==> config.mk <==
export PLATFORM = sky130hd
export DESIGN_NAME = ir_key_dispatcher_flat
export DESIGN_NICKNAME = d
export VERILOG_FILES = /design/src/rtl/ir_key_dispatcher_pkg.sv /design/src/rtl/ir_key_dispatcher_if.sv /design/src/rtl/ir_key_dispatcher_fifo.sv /design/src/rtl/ir_key_dispatcher.sv /design/src/flat_wrapper.sv
export SDC_FILE = /design/constraint.sdc
export NUM_CORES = 1
export LEC_CHECK = 0
export ABC_AREA = 1
export ABC_CLOCK_PERIOD_IN_PS = 1800
export CORE_UTILIZATION = 63
export DETAILED_ROUTE_END_ITERATION = 8
export DONT_BUFFER_PORTS = 1
export PLACE_DENSITY = 0.79
export SYNTH_ARGS = -nofsm -noshare
export SYNTH_HDL_FRONTEND = slang
export SYNTH_SLANG_ARGS = --single-unit
==> constraint.sdc <==
create_clock -name clock -period 1.8 [get_ports clock]
set_input_delay 0.27 -clock clock [delete_from_list [all_inputs] [get_ports clock]]
set_output_delay 0.27 -clock clock [all_outputs]
set_load 0.03 [all_outputs]
==> src/rtl/ir_key_dispatcher_pkg.sv <==
// Shared definitions for the IR key dispatcher: FSM encoding, counter width,
// default address/window constants and the queue entry layout.
package ir_pkg;

  localparam int         IR_CNT_W                = 8;
  localparam logic [7:0] IR_DEF_OWN_ADDRESS      = 8'h00;
  localparam int         IR_DEF_REPEAT_WINDOW_MS = 150;

  localparam logic [1:0] ST_IDLE   = 2'd0;
  localparam logic [1:0] ST_FILTER = 2'd1;
  localparam logic [1:0] ST_PUSH   = 2'd2;

  typedef struct packed {
    logic [7:0] code;
    logic       rpt;
  } key_entry_t;

  function automatic logic [IR_CNT_W-1:0] sat_inc(input logic [IR_CNT_W-1:0] v);
    return (v == '1) ? v : v + 1'b1;
  endfunction

endpackage

==> src/rtl/ir_key_dispatcher_if.sv <==
// Key handshake between the dispatcher (master) and the key consumer (slave).
interface ir_key_dispatcher_if;
  import ir_pkg::*;

  logic [7:0] key_code;
  logic       key_repeat;
  logic       key_valid;
  logic       key_ready;

  modport master (output key_code, key_repeat, key_valid, input key_ready);
  modport slave  (input key_code, key_repeat, key_valid, output key_ready);

endinterface

==> src/rtl/ir_key_dispatcher_fifo.sv <==
// First-word-fall-through key queue; a write into a full queue is accepted
// when a read happens in the same cycle.
module ir_key_fifo
  import ir_pkg::*;
#(
  parameter int DEPTH = 4
) (
  input  logic       clock,
  input  logic       reset,
  input  logic       wr_en,
  input  logic [8:0] wr_data,
  input  logic       rd_en,
  output logic [8:0] rd_data,
  output logic       full,
  output logic       empty
);

  localparam int AW = (DEPTH > 1) ? $clog2(DEPTH) : 1;

  logic [8:0]    mem [DEPTH];
  logic [AW-1:0] wr_ptr;
  logic [AW-1:0] rd_ptr;
  logic [AW:0]   count;
  logic          do_wr;
  logic          do_rd;

  assign full    = (count == (AW+1)'(DEPTH));
  assign empty   = (count == '0);
  assign do_rd   = rd_en && !empty;
  assign do_wr   = wr_en && (!full || do_rd);
  assign rd_data = mem[rd_ptr];

  // Storage array, written only on an accepted push.
  always_ff @(posedge clock) begin
    if (do_wr) mem[wr_ptr] <= wr_data;
  end

  // Pointers and occupancy; reset discards every pending entry.
  always_ff @(posedge clock or negedge reset) begin
    if (!reset) begin
      wr_ptr <= '0;
      rd_ptr <= '0;
      count  <= '0;
    end else begin
      if (do_wr) wr_ptr <= wr_ptr + 1'b1;
      if (do_rd) rd_ptr <= rd_ptr + 1'b1;
      case ({do_wr, do_rd})
        2'b10:   count <= count + 1'b1;
        2'b01:   count <= count - 1'b1;
        default: count <= count;
      endcase
    end
  end

endmodule

==> src/rtl/ir_key_dispatcher.sv <==
// IR key dispatcher: filters decoded NEC frames by address, tags held keys
// as repeats, and queues them for a consumer with drop/filter/error stats.
//
//   state     | meaning
//   ----------+---------------------------------------------------
//   ST_IDLE   | waiting for rx_data_ready; latches address/data
//   ST_FILTER | address check, repeat classification, hold reload
//   ST_PUSH   | write entry to queue or count a drop
module ir_key_dispatcher
  import ir_pkg::*;
#(
  parameter logic [7:0] OWN_ADDRESS      = IR_DEF_OWN_ADDRESS,
  parameter bit         PROMISCUOUS      = 1'b0,
  parameter int         FIFO_DEPTH       = 4,
  parameter int         TICKS_PER_MS     = 1000,
  parameter int         REPEAT_WINDOW_MS = IR_DEF_REPEAT_WINDOW_MS
) (
  input  logic                  clock,
  input  logic                  reset,
  input  logic [7:0]            rx_address,
  input  logic [7:0]            rx_data,
  input  logic                  rx_data_ready,
  input  logic                  rx_error,
  ir_key_dispatcher_if.master   key_bus,
  output logic [IR_CNT_W-1:0]   dropped_count,
  output logic [IR_CNT_W-1:0]   filtered_count,
  output logic [IR_CNT_W-1:0]   error_count,
  input  logic                  clear_counts
);

  localparam int PW = (TICKS_PER_MS > 1) ? $clog2(TICKS_PER_MS) : 1;

  logic [1:0]    state;
  logic [7:0]    lat_addr;
  logic [7:0]    lat_data;
  logic [7:0]    last_code;
  logic [7:0]    hold_ms;
  logic          rpt_q;
  logic [PW-1:0] prescaler;
  logic          err_q;

  logic          addr_match;
  logic          match_hit;
  logic          ms_tick;
  logic          err_rise;
  logic          push_req;
  logic          pop;
  logic          fifo_full;
  logic          fifo_empty;
  key_entry_t    wr_entry;
  key_entry_t    head;

  assign addr_match = PROMISCUOUS || (lat_addr == OWN_ADDRESS);
  assign match_hit  = (state == ST_FILTER) && addr_match;
  assign ms_tick    = (prescaler == PW'(TICKS_PER_MS - 1));
  assign err_rise   = rx_error && !err_q;
  assign push_req   = (state == ST_PUSH);
  assign pop        = key_bus.key_valid && key_bus.key_ready;
  assign wr_entry   = '{code: lat_data, rpt: rpt_q};

  // Capture FSM plus the per-frame registers it owns.
  always_ff @(posedge clock or negedge reset) begin
    if (!reset) begin
      state     <= ST_IDLE;
      lat_addr  <= '0;
      lat_data  <= '0;
      last_code <= '0;
      rpt_q     <= 1'b0;
    end else begin
      case (state)
        ST_IDLE: begin
          if (rx_data_ready) begin
            lat_addr <= rx_address;
            lat_data <= rx_data;
            state    <= ST_FILTER;
          end
        end
        ST_FILTER: begin
          if (addr_match) begin
            rpt_q     <= (hold_ms != 8'd0) && (lat_data == last_code);
            last_code <= lat_data;
            state     <= ST_PUSH;
          end else begin
            state <= ST_IDLE;
          end
        end
        default: state <= ST_IDLE;
      endcase
    end
  end

  // Free-running millisecond prescaler.
  always_ff @(posedge clock or negedge reset) begin
    if (!reset)       prescaler <= '0;
    else if (ms_tick) prescaler <= '0;
    else              prescaler <= prescaler + 1'b1;
  end

  // Hold window: an error edge kills it, a matched frame reloads it,
  // otherwise it drains once per millisecond down to zero.
  always_ff @(posedge clock or negedge reset) begin
    if (!reset) begin
      hold_ms <= '0;
      err_q   <= 1'b0;
    end else begin
      err_q <= rx_error;
      if (err_rise)                       hold_ms <= '0;
      else if (match_hit)                 hold_ms <= 8'(REPEAT_WINDOW_MS);
      else if (ms_tick && hold_ms != '0)  hold_ms <= hold_ms - 1'b1;
    end
  end

  // Saturating statistics; clear wins over any increment in the same cycle.
  always_ff @(posedge clock or negedge reset) begin
    if (!reset) begin
      dropped_count  <= '0;
      filtered_count <= '0;
      error_count    <= '0;
    end else if (clear_counts) begin
      dropped_count  <= '0;
      filtered_count <= '0;
      error_count    <= '0;
    end else begin
      if (push_req && fifo_full && !pop)            dropped_count  <= sat_inc(dropped_count);
      if ((state == ST_FILTER) && !addr_match)      filtered_count <= sat_inc(filtered_count);
      if (err_rise)                                 error_count    <= sat_inc(error_count);
    end
  end

  ir_key_fifo #(
    .DEPTH (FIFO_DEPTH)
  ) u_fifo (
    .clock   (clock),
    .reset   (reset),
    .wr_en   (push_req),
    .wr_data (wr_entry),
    .rd_en   (key_bus.key_ready),
    .rd_data (head),
    .full    (fifo_full),
    .empty   (fifo_empty)
  );

  // Outputs are forced low while empty so stale RAM never shows after reset.
  assign key_bus.key_valid  = !fifo_empty;
  assign key_bus.key_code   = fifo_empty ? 8'h00 : head.code;
  assign key_bus.key_repeat = fifo_empty ? 1'b0  : head.rpt;

endmodule
==> src/flat_wrapper.sv <==
// flat-port wrapper written by rule: the top's interface ports become plain ports
module ir_key_dispatcher_flat import ir_pkg::*;
#(
  parameter logic [7:0] OWN_ADDRESS      = IR_DEF_OWN_ADDRESS,
  parameter bit         PROMISCUOUS      = 1'b0,
  parameter int         FIFO_DEPTH       = 4,
  parameter int         TICKS_PER_MS     = 1000,
  parameter int         REPEAT_WINDOW_MS = IR_DEF_REPEAT_WINDOW_MS
)
  (clock, reset, rx_address, rx_data, rx_data_ready, rx_error, dropped_count, filtered_count, error_count, clear_counts, key_bus_key_code, key_bus_key_repeat, key_bus_key_valid, key_bus_key_ready);
  ir_key_dispatcher_if key_bus_i ();
  input  logic clock;
  input  logic reset;
  input  logic [7:0] rx_address;
  input  logic [7:0] rx_data;
  input  logic rx_data_ready;
  input  logic rx_error;
  output logic [IR_CNT_W-1:0] dropped_count;
  output logic [IR_CNT_W-1:0] filtered_count;
  output logic [IR_CNT_W-1:0] error_count;
  input  logic clear_counts;
  output wire logic [$bits(key_bus_i.key_code)-1:0] key_bus_key_code;
  output wire logic [$bits(key_bus_i.key_repeat)-1:0] key_bus_key_repeat;
  output wire logic [$bits(key_bus_i.key_valid)-1:0] key_bus_key_valid;
  input wire logic [$bits(key_bus_i.key_ready)-1:0] key_bus_key_ready;
  assign key_bus_key_code = key_bus_i.key_code;
  assign key_bus_key_repeat = key_bus_i.key_repeat;
  assign key_bus_key_valid = key_bus_i.key_valid;
  assign key_bus_i.key_ready = key_bus_key_ready;
  ir_key_dispatcher #(.OWN_ADDRESS(OWN_ADDRESS), .PROMISCUOUS(PROMISCUOUS), .FIFO_DEPTH(FIFO_DEPTH), .TICKS_PER_MS(TICKS_PER_MS), .REPEAT_WINDOW_MS(REPEAT_WINDOW_MS)) u_core (.clock(clock), .reset(reset), .rx_address(rx_address), .rx_data(rx_data), .rx_data_ready(rx_data_ready), .rx_error(rx_error), .key_bus(key_bus_i), .dropped_count(dropped_count), .filtered_count(filtered_count), .error_count(error_count), .clear_counts(clear_counts));
endmodule
==> reports/summary.txt <==
# DRC - 0
Post-DP HPWL - 7450 µm
Die Ht - 95.1 µm
CP required - 1.53 ns
Die ar. - 9040 µm²
max_cap viols - 0
Initial Util - 0.658
syn_nets - 654
Die W - 95.1 µm
core box area - 8300 µm²
CTS Hold Bufs - 18
Seq/Total Area, Yosys - 0.551
clock buffer depth - 2
# diodes - 0
Inserted Clock Buffers - 17
Syn. warnings - 0
post-synthesis average cell area - 8.77 µm²
global-route wire length before repair - 19800 µm
r2r setup slk - 0.13 ns
startpoint types - register
Inst Count DP - 755
initial antenna violation count - 0
routed via count - 4425
pre-CTS setup slack - 0.127 ns
critical path capture point type - primary output
area leader, netlist - dfrtp_1
# rows - 33
clock-pin slew on the worst setup and hold paths - 0.06 ns
FF+latch count, synth - 113
Power Density - 1350 nW/µm²
synth unique cells - 34
HP Class - in2async
Gate Count Post-Synth - 622
DR pass1 iterations - 5
wire per inst - 15.0 µm
Max FO, Critical Path - 12
Final nets - 722
P_leak - 3.08 nW
final hold slack - -0.554 ns
Worst-Margin Slew - 0.460 ns
top post-synthesis cells by count - 170 x nand2_1, 96 x nor2_1, 77 x dfrtp_1
PortBufs - 0
Post-Syn Area - 5460 µm²
Area Overhead vs Synth - 21.7%
final hold vios - 77
setup TNS - -1.58 ns
count leader, synth - nand2_1
fmax - 497 MHz
DRT Wirelength - 12100 µm
layout cells sized above 1 - 0.174
fin cells - 808
number of vias per cell - 5.48
first-iteration detailed-routing DRC count - 250
worst setup path class - reg2out
status - finished, violations left
total gr overflow - 0
Worst-Skew Late Latency - 0.52 ns
top-area cell type share of the netlist area - 0.353
crit path time final - 2.01 ns
Clock Sinks - 113
Rel. slew slack - 0.693
setup violators final - 9
CTS root buffer - clkbuf_8
worst-case clock skew - 0.0164 ns
largest net degree at the start of global routing - 78
violated checks - negative hold slack, negative setup slack
unrepaired setup endpoints after global routing - yes
post-route setup slack - -0.211 ns
Worst VDD drop - 0.903 mV
count of final max-slew check failures - 0
H-tree levels - 4
Post-synth EDFFs - 36
Async SR Flop Fraction - 0.681
top cells by area, synth - dfrtp_1 35%, edfxtp_1 20%, nand2_1 12%
crit share post-route - 1.12
IO Pins - 56
Top FF cell, synth - dfrtp_1
Critical Path AT - 1.74 ns
All-Layer GR Usage - 0.293
Detail Route Antenna Nets - 0
Final Wtd Congestion - 0.827
TritonCTS clock tree - built
number of global-route vias before repair - 4409
[cells by family (layout without fill, tap and decap cells)]
| family | after synthesis | count (layout) | share of synthesized area |
|---|---|---|---|
| compound gates | 53 | 53 | 0.0514 |
| fa+ha+maj | 10 | 10 | 0.0243 |
| flops | 113 | 113 | 0.551 |
| simple gates | 350 | 350 | 0.281 |
| buf+inv | 73 | 154 | 0.0557 |
| xor+xnor | 23 | 23 | 0.0369 |
[path summary, 6_finish.rpt]
kind | from | to | cells past startpoint
setup / recovery | u_core.u_fifo.rd_ptr[0] | key_bus_key_code[3] | 6
hold / removal | reset | u_core.error_count[4] | 0
setup reg to reg | u_core.u_fifo.count[1] | u_core.u_fifo.count[2] | 9
hold reg to reg | u_core.u_fifo.count[2] | u_core.u_fifo.count[2] | 2
max in group asynchronous | reset | u_core.last_code[3] | 0
min in group clock | rx_data_ready | u_core.state[0] | 2
[worst max-delay path, cell delays in order, from the launching register on]
cell	delay [ns]
dfrtp_2	0.47
buf_12	0.16
nor2_1	0.05
nor2_1	0.07
o21ai_0	0.10
a21oi_1	0.18
buf_4	0.19
[placed cells by master (no fill, tap or decap), types with 16 or more instances in the layout]
cell type | netlist | routed
nand2_1 | 170 | 170
dfrtp_1 | 77 | 76
clkbuf_16 | 0 | 16
dlygate4sd3_1 | 0 | 18
inv_1 | 49 | 49
o21ai_0 | 22 | 20
nor2_1 | 96 | 96
a21oi_1 | 20 | 20
buf_4 | 2 | 43
nand3_1 | 35 | 35
edfxtp_1 | 36 | 36
[sequential cells by signal, summed over array words and instances, names as in the netlist]
| name | cells |
|---|---|
| u_core.state | 2 |
| u_core.hold_ms | 8 |
| u_core.last_code | 8 |
| u_core.err_q | 1 |
| u_core.lat_addr | 8 |
| u_core.lat_data | 8 |
| u_core.u_fifo.count | 3 |
| u_core.u_fifo.rd_ptr | 2 |
| u_core.u_fifo.wr_ptr | 2 |
| u_core.dropped_count | 8 |
| u_core.u_fifo.mem | 36 |
| u_core.rpt_q | 1 |
| u_core.error_count | 8 |
| u_core.prescaler | 10 |
| u_core.filtered_count | 8 |
[per-layer routing]
layer,vias to the layer above,GRT usage,wire (µm)
met4,0,0.124,186
li1,2125,-,-
met3,19,0.0829,674
met2,142,0.507,6280
met1,2139,0.340,5000
met5,-,0,0
[layout make-up]
| type | instances | area (µm²) |
|---|---|---|
| well taps | 105 | 131 |
| multi-input cells | 436 | 2150 |
| repair buffers | 62 | 523 |
| inverters | 60 | 230 |
| flip-flops and latches | 113 | 3010 |
| fillers | 502 | 1660 |
| clock buffers | 17 | 414 |
| clock inverters | 15 | 183 |
[power breakdown]
group	internal [mW]	switching [mW]	leakage, nW	total (mW)
Combinational	0.926	1.48	1.48	2.41
Clock	2.12	1.22	0.283	3.34
Sequential	2.95	0.298	1.32	3.25
[per-stage QoR]
step	hold WS [ns]	total power, mW	cell area, µm²	util
after floorplan	-0.0256	4.87	5460	-
after global placement	-0.0244	5.43	5830	0.703
after detailed placement	-0.0245	5.53	5830	0.703
after CTS	-0.570	9.01	6640	0.800
after global routing	-0.581	9.45	6640	0.801
final	-0.554	8.99	6640	0.801
[timing repair]
action	in CTS	in global routing
endpoints found under the hold margin	103	77
pin swaps	1	1
gates resized for setup	5	2
setup endpoints to repair	9	10
setup buffers	3	0
cloned	0	0
(Power assumes the default switching activity.)
